$ cat config.mk
export PLATFORM = sky130hd
export DESIGN_NAME = led_sequencer_flat
export DESIGN_NICKNAME = d
export VERILOG_FILES = /design/src/rtl/led_sequencer_if.sv /design/src/rtl/led_sequencer.sv /design/src/flat_wrapper.sv
export SDC_FILE = /design/constraint.sdc
export NUM_CORES = 1
export LEC_CHECK = 0
export CORE_ASPECT_RATIO = 1.75
export CORE_MARGIN = 2
export CORE_UTILIZATION = 35
export CTS_CLUSTER_DIAMETER = 60
export DETAILED_ROUTE_END_ITERATION = 7
export PLACE_DENSITY = 0.65
export RECOVER_POWER = 25
export SETUP_SLACK_MARGIN = 0.5
export SLEW_MARGIN = 25
export SYNTH_ARGS = -nofsm -noshare
export SYNTH_HDL_FRONTEND = slang
export SYNTH_SLANG_ARGS = --single-unit
$ cat constraint.sdc
create_clock -name clk_in -period 2.5 [get_ports clk_in]
set_input_delay 0.75 -clock clk_in [delete_from_list [all_inputs] [get_ports clk_in]]
set_output_delay 0.75 -clock clk_in [all_outputs]
set_load 0.02 [all_outputs]
$ cat src/rtl/led_sequencer_if.sv
// led_sequencer_if: tick inputs, pattern controls and LED outputs of the LED sequencer
interface led_sequencer_if #(
  parameter int NT = 8,
  parameter int SW = 3
);
  logic [NT-1:0] tick_in;
  logic [SW-1:0] sel;
  logic [1:0]    mode;
  logic          run;
  logic [7:0]    leds;
  logic          step;
  logic          wrap;
  modport master (output tick_in, sel, mode, run, input leds, step, wrap);
  modport slave  (input tick_in, sel, mode, run, output leds, step, wrap);
endinterface

$ cat src/rtl/led_sequencer.sv
// led_sequencer: steps an 8-LED pattern on rising edges of a selected, synchronised tick
module led_sequencer #(
  parameter int NT = 8,
  parameter int SW = 3
) (
  input logic           clk_in,
  input logic           rstn,
  led_sequencer_if.slave bus
);
  localparam int NP = 1 << SW;
  localparam logic [1:0] SHIFT = 2'd0, BOUNCE = 2'd1, COUNT = 2'd2;
  typedef enum logic [1:0] {IDLE, RUN, HOLD} state_t;
  state_t state, state_d;
  logic [NT-1:0] s1, s2, prev;
  logic [NP-1:0] rise_p;
  logic tick_edge;
  logic [7:0] leds_q, leds_d, adv;
  logic [1:0] mode_q, mode_d;
  logic dir, dir_d, adv_dir, adv_wrap;
  logic step_q, step_d, wrap_q, wrap_d;
  function automatic logic [7:0] seed(input logic [1:0] m);
    return m[1] ? 8'h00 : 8'h01;
  endfunction
  always_ff @(posedge clk_in or negedge rstn)
    if (!rstn) begin
      s1   <= '0;
      s2   <= '0;
      prev <= '0;
    end else begin
      s1   <= bus.tick_in;
      s2   <= s1;
      prev <= s2;
    end
  // zero padding makes out-of-range selects read as no edge
  assign rise_p    = NP'(s2 & ~prev);
  assign tick_edge = rise_p[bus.sel];
  // dir: 0 = up (towards bit 7), 1 = down
  always_comb begin
    adv      = mode_q == SHIFT  ? {leds_q[6:0], leds_q[7]} :
               mode_q == BOUNCE ? (dir ? leds_q >> 1 : leds_q << 1) :
               mode_q == COUNT  ? leds_q + 8'd1 : ~leds_q;
    adv_wrap = mode_q == SHIFT  ? leds_q == 8'h80 :
               mode_q == BOUNCE ? dir && leds_q == 8'h02 : leds_q == 8'hFF;
    adv_dir  = mode_q != BOUNCE ? dir :
               dir ? leds_q != 8'h02 : leds_q == 8'h40;
  end
  always_comb begin
    state_d = state;
    leds_d  = leds_q;
    mode_d  = mode_q;
    dir_d   = dir;
    step_d  = 1'b0;
    wrap_d  = 1'b0;
    case (state)
      IDLE: if (bus.run) begin
        state_d = RUN;
        leds_d  = seed(bus.mode);
        mode_d  = bus.mode;
        dir_d   = 1'b0;
      end
      RUN: if (!bus.run) state_d = HOLD;
      else if (tick_edge) begin
        step_d = 1'b1;
        leds_d = bus.mode != mode_q ? seed(bus.mode) : adv;
        mode_d = bus.mode;
        dir_d  = bus.mode != mode_q ? 1'b0 : adv_dir;
        wrap_d = bus.mode == mode_q && adv_wrap;
      end
      HOLD: if (bus.run) state_d = RUN;
      default: state_d = IDLE;
    endcase
  end
  always_ff @(posedge clk_in or negedge rstn)
    if (!rstn) begin
      state  <= IDLE;
      leds_q <= 8'h00;
      mode_q <= 2'd0;
      dir    <= 1'b0;
      step_q <= 1'b0;
      wrap_q <= 1'b0;
    end else begin
      state  <= state_d;
      leds_q <= leds_d;
      mode_q <= mode_d;
      dir    <= dir_d;
      step_q <= step_d;
      wrap_q <= wrap_d;
    end
  assign bus.leds = leds_q;
  assign bus.step = step_q;
  assign bus.wrap = wrap_q;
endmodule

$ cat src/flat_wrapper.sv
// flat-port wrapper written by rule: the top's interface ports become plain ports
module led_sequencer_flat 
#(
  parameter int NT = 8,
  parameter int SW = 3
)
  (clk_in, rstn, bus_tick_in, bus_sel, bus_mode, bus_run, bus_leds, bus_step, bus_wrap);
  led_sequencer_if #(.NT(NT), .SW(SW)) bus_i ();
  input logic clk_in;
  input logic rstn;
  input wire logic [$bits(bus_i.tick_in)-1:0] bus_tick_in;
  input wire logic [$bits(bus_i.sel)-1:0] bus_sel;
  input wire logic [$bits(bus_i.mode)-1:0] bus_mode;
  input wire logic [$bits(bus_i.run)-1:0] bus_run;
  output wire logic [$bits(bus_i.leds)-1:0] bus_leds;
  output wire logic [$bits(bus_i.step)-1:0] bus_step;
  output wire logic [$bits(bus_i.wrap)-1:0] bus_wrap;
  assign bus_i.tick_in = bus_tick_in;
  assign bus_i.sel = bus_sel;
  assign bus_i.mode = bus_mode;
  assign bus_i.run = bus_run;
  assign bus_leds = bus_i.leds;
  assign bus_step = bus_i.step;
  assign bus_wrap = bus_i.wrap;
  led_sequencer #(.NT(NT), .SW(SW)) u_core (.clk_in(clk_in), .rstn(rstn), .bus(bus_i));
endmodule
; After elaboration in Yosys (flattened, before gate mapping)
; Index checks and enable logic that the tools add are counted.
[word_totals]
reg_bits = 39
output_inout_bits = 10
[op_classes]
addsub = 1
magnitude_cmp = 1
eq_ne = 18
n_mux = 34
bitwise_logic = 3
n_reduce_logical = 9
[ops]
columns = cell, count
row1 = 8-bit 2-to-1 mux, 8
row2 = 8-bit equality test (second input constant), 2
row3 = 1-bit 2-to-1 mux, 16
row4 = 8-bit inverter, 2
row5 = 8-bit one-hot mux with 2 select lines, 1
row6 = 2-bit 2-to-1 mux, 5
row7 = 8-bit by 1-bit adder with 8-bit output (second input constant), 1
row8 = 8-bit AND, 1
row9 = 8-bit by 2-bit equality test with 1-bit output (second input constant), 1
row10 = 8-bit by 7-bit equality test with 1-bit output (second input constant), 1
row11 = 8-bit by 2-bit != test with 1-bit output (second input constant), 1
row12 = 2-bit one-hot mux with 2 select lines, 2
row13 = 2-bit by 1-bit != test with 1-bit output (second input constant), 3
row14 = 2-bit != test (second input constant), 3
row15 = 5-bit AND reduction, 1
row16 = 2-bit by 1-bit equality test with 1-bit output (second input constant), 2
row17 = 2-bit equality test (second input constant), 2
row18 = 2-bit logical NOT, 2
row19 = 3-bit by 4-bit less-than comparator with 1-bit output (second input constant), 1
row20 = 4-bit AND reduction, 1
row21 = 1-bit binary-select mux with 3-bit select, 1
row22 = 3-bit != test (second input constant), 1
row23 = 2-bit equality test, 1
row24 = 1-bit logical AND, 2
row25 = 5 further kinds, 5

; Logic depth before layout (Yosys ltp)
[depth]
word_depth = 8
depth_mapped = 7
depth_no_buf = 6

; Least setup slack after synthesis
; OpenSTA, ideal clock, no wires.
[synth_path]
path_type = input to register
startpoint = input port bus_sel[0]
endpoint = register u_core.leds_q[6] (netlist: u_core.bus.leds[6])
setup_ps = 125
arrival_ps = 2165
required_time_ps = 2375
path_slack_ps = 210
cell_stages = 4
n_path_buf = 0
cell_sequence = and4b_1 or4_4 o221ai_4 mux2_2
[synth_via]
elab_chain_len = 4
[synth_lines]
columns = item, line_no
row1 = start: declaration, flat_wrapper.sv:12  ; input wire logic [$bits(bus_i.sel)-1:0] bus_sel;
row2 = 1-bit binary-select mux with 3-bit select, led_sequencer.sv:36  ; assign tick_edge = rise_p[bus.sel];
row3 = 1-bit 2-to-1 mux (not written as such), led_sequencer.sv:36
row4 = 2-bit by 1-bit != test with 1-bit output (no source line), n/a
row5 = 4-bit AND reduction (no source line), n/a
row6 = end signal: assignment, led_sequencer.sv:83  ; leds_q <= leds_d;
row7 = end: declaration, led_sequencer.sv:17  ; logic [7:0] leds_q, leds_d, adv;
; No other way between the ends. The select of a mux whose other input is x is not followed.
; A chain may end at the register's enable or synchronous reset.

; Final worst setup path
[layout_path]
startpoint = input port bus_sel[0]
endpoint = register u_core.mode_q[1]
[layout_via]
elab_chain_len = 4
[layout_lines]
columns = item, line_no
row1 = 1-bit binary-select mux with 3-bit select, led_sequencer.sv:36
row2 = 1-bit 2-to-1 mux (not written as such), led_sequencer.sv:36
row3 = 2-bit by 1-bit != test with 1-bit output (no source line), n/a
row4 = 4-bit AND reduction (no source line), n/a
row5 = end signal: assignment, led_sequencer.sv:84  ; mode_q <= mode_d;
row6 = end: declaration, led_sequencer.sv:18  ; logic [1:0] mode_q, mode_d;
; No other way between the ends. The select of a mux whose other input is x is not followed.

==> run_results.csv <==
group,metric,value,unit
critical_path,start_kind,"primary input",
cts,numClockSinks,39,
die,io_pins,26,
timing,min_period,2.116,ns
critical_path,crit_path_cell_trace,"buf_8 -> nor4bb_4 -> or4_4 -> o221ai_4 -> buf_12 -> mux2_4",
synth,async_flop_share,100.0,%
critical_path,crit_path_end_kind,"flop",
layout,antenna_cells,0,
drt,routed_wl,4122,microns
timing,whs,0.3473,ns
global_route,grt_max_degree,40,
pwr,power.share.sequential,40.9,%
layout,multi_input_area,940.9,sq um
critical_path,path_buf_inv,2,
synth,synth_cell_type_count,47,
cts,h-tree-depth,2,
cts,cts_tree,"done",
pwr,switching_power,0.6456,mW
timing,relSlewSlack,44.93,%
die,dieArea,5968,sq um
timing,worst_pin_slew,0.8261,ns
drt,drtAntennaViolNets,0,
layout,fillerInstances,444,
drt,route.met2.wl,2137,microns
drt,wire_per_inst,16.04,microns
worst_hold_path,hp-class,"reg -> reg",
synth,ys_ff_latch,39,
synth,syn_area_per_cell,11.84,sq um
timing,final-max-slew-violation-count,0,
synth,syn-num-nets,177,
global_route,grt_pass1_wl,6948,microns
layout,final_common_cell,"dfrtp_1",
pwr,power.internal,1.298,mW
cts,cts_inserted_buffers,5,
drt,avgViaCountPerCell,5.568,
critical_path,crit_arrival,2.29,ns
die,start_util,35.89,%
drt,drtIter0Drc,39,
critical_path,path_class,"in -> reg",
layout,areaGrowthSynthToFinish,37.73,%
timing,finalClockSkew,0.004732,ns
drt,dr_wl_met3,102,microns
timing,setup_violations,0,
drt,drc,0,
timing,fin_ws,0.3838,ns
pwr,power.leakage,1.164,nW
layout,drive_gt1_share,34.65,%
pwr,total_power,1.944,mW
critical_path,critPathMaxFanout,6,
global_route,grt_overflow,0,
worst_hold_path,holdPathStages,0,
layout,final_cell_mix,"34 x dfrtp_1, 15 x buf_4, 11 x nand2_1",
place,gp_congestion,0.8277,
cts,root_buffer,"clkbuf_8",
die,die_y,100.7,microns
job,maxCapViolations,0,
pwr,power.share.switching,33.21,%
place,port_buffers,25,
die,core_region_area,5211,sq um
critical_path,max_stage_delay,0.56,ns
critical_path,r2r_slack,0.54,ns
cts,insertion_delay,0.28,ns
drt,num_vias,1431,
place,place_ws,-0.2635,ns
global_route,antenna_found_initial,0,
die,die_w,59.26,microns
cts,clk_path_buf_depth,2,
die,rows,35,
timing,finalCritPeriodShare,84.65,%
synth,netlist_area,1871,sq um
place,dp_cells,242,
critical_path,crit_slowest_cell,"or4_4",
layout,seqCellArea,982.2,sq um
layout,fin_cells,257,
critical_path,critPathTopFamily,"simple AND/OR/NAND/NOR gates",
synth,synth_cells,158,
drt,drtPass1Iterations,4,
timing,rsz0062_at_grt,"yes",
place,hpwl,2788,microns
drt,wl_met1,1698,microns
synth,yosysSeqAreaShare,52.17,%
critical_path,worstPathRequired,2.67,ns
critical_path,reg2regPathDepth,5,
critical_path,path_depth,6,
pwr,clockPowerShare,27.2,%
synth,yosysWarnings,0,
timing,fmax,472.5,MHz
cts,cts.clk_slew.worst_paths,0.08,ns
drt,highest_layer,"met4",
synth,synth_edf_count,0,
layout,num-nets-final,220,
pwr,power_density,754.6,nW/um^2
pwr,combPwrFrac,31.9,%
run_status,status,"finished clean",
timing,hold_viol_final,0,
synth,synthFlopType,"dfrtp_1",
pwr,vdd_drop_max,0.3990,mV
global_route,grtUsageTotal,15.27,%
global_route,grt_pass1_vias,1450,
-- layer usage --
| layer | vias to the layer above | track usage, % |
|---|---|---|
| li1 | 674 | - |
| met1 | 709 | 19.32 |
| met2 | 34 | 24.43 |
| met3 | 14 | 1.797 |
| met4 | 0 | 8.916 |
| met5 | - | 0 |
-- power groups by stage --
| stage | combinational (mW) | sequential [mW] | clock [mW] |
|---|---|---|---|
| finish | 0.621 | 0.795 | 0.528 |
| global route | 0.671 | 0.810 | 0.569 |
| CTS | 0.571 | 0.793 | 0.543 |
| detailed placement | 0.540 | 0.798 | 0 |
| global placement | 0.533 | 0.800 | 0 |
| floorplan | 0.322 | 0.803 | 0 |
-- worst reg2reg max path, delay by kind of cell (launching register included) --
| family | cells | cell delay, ns |
|---|---|---|
| compound gates | 1 | 0.26 |
| buf+inv | 1 | 0.18 |
| simple gates | 2 | 0.73 |
| flops | 1 | 0.39 |
| mux | 1 | 0.29 |
-- kinds of logic (layout without fill, tap and decap cells) --
kind of cell,after synthesis,in the layout,share of synthesized area [%]
multiplexers,14,14,9.766
flip-flops,39,39,52.17
AND/OR/NAND/NOR,48,48,15.05
XOR/XNOR,4,4,1.873
buffers and inverters,15,59,4.281
AO/OA/AOI/OAI,35,35,14.85
adder cells (fa/ha/maj),3,3,2.007
-- area by class of cell --
type                    count  share of cell area [%]
clock buffers               5                   2.671
clock inverters             3                   1.846
inverters                   6                  0.8742
multi-input cells         104                   36.52
flip-flops and latches     39                   38.13
well taps                  55                   2.671
repair buffers             45                   17.29
-- flip-flops by register name (all words and copies together), names as in the netlist --
register and count:
u_core.bus.leds 8, u_core.prev 8, u_core.s1 8, u_core.s2 8, u_core.mode_q 2, u_core.state 2, u_core.bus.step 1, u_core.bus.wrap 1
u_core.dir 1
-- worst paths after layout --
path | from | to
worst min register to register | u_core.s1[5] | u_core.s2[5]
max in group asynchronous | rstn | u_core.bus.leds[1]
worst max register to register | u_core.s2[1] | u_core.mode_q[1]
worst min-delay path | u_core.s1[5] | u_core.s2[5]
min in group asynchronous | rstn | u_core.prev[2]
worst max-delay path | bus_sel[0] | u_core.mode_q[1]
-- through the flow --
stage	util, %	instance area [sq um]	setup TNS, ns
3_3_place_gp	43.15	2248	-2.050
3_5_place_dp	43.15	2248	-2.250
2_1_floorplan	-	1882	0
6_report	49.44	2576	0
5_1_grt	49.44	2576	0
4_1_cts	47.95	2499	0
-- cells in the mapped netlist (2+ instances only) --
cell type | instances | area [sq um]
a2111oi_0 | 2 | 17.52
a211oi_1 | 3 | 22.52
a21oi_1 | 10 | 50.05
a31oi_1 | 2 | 12.51
a41oi_1 | 2 | 17.52
and3_1 | 3 | 18.77
and4b_1 | 2 | 20.02
buf_6 | 3 | 33.78
clkbuf_1 | 5 | 18.77
dfrtp_1 | 39 | 975.9
ha_1 | 3 | 37.54
inv_1 | 6 | 22.52
mux2_2 | 3 | 33.78
mux2i_1 | 7 | 70.07
mux4_2 | 3 | 67.56
nand2_1 | 14 | 52.55
nand3_1 | 4 | 20.02
nor2_1 | 5 | 18.77
nor2b_1 | 6 | 37.54
nor3_1 | 2 | 10.01
nor4bb_1 | 3 | 30.03
o21ai_0 | 2 | 10.01
o31ai_1 | 3 | 22.52
xnor2_1 | 2 | 17.52
xor2_1 | 2 | 17.52
-- timing repair --
item / in CTS / in global routing
buffers inserted: 3 / 3
pin swaps: 8 / 4
resized for setup: 53 / 12
gates cloned: 1 / 0
hold buffers: 0 / 0
endpoints found under the setup margin: 21 / 11
No activity file was read; power rests on OpenSTA's default activity.
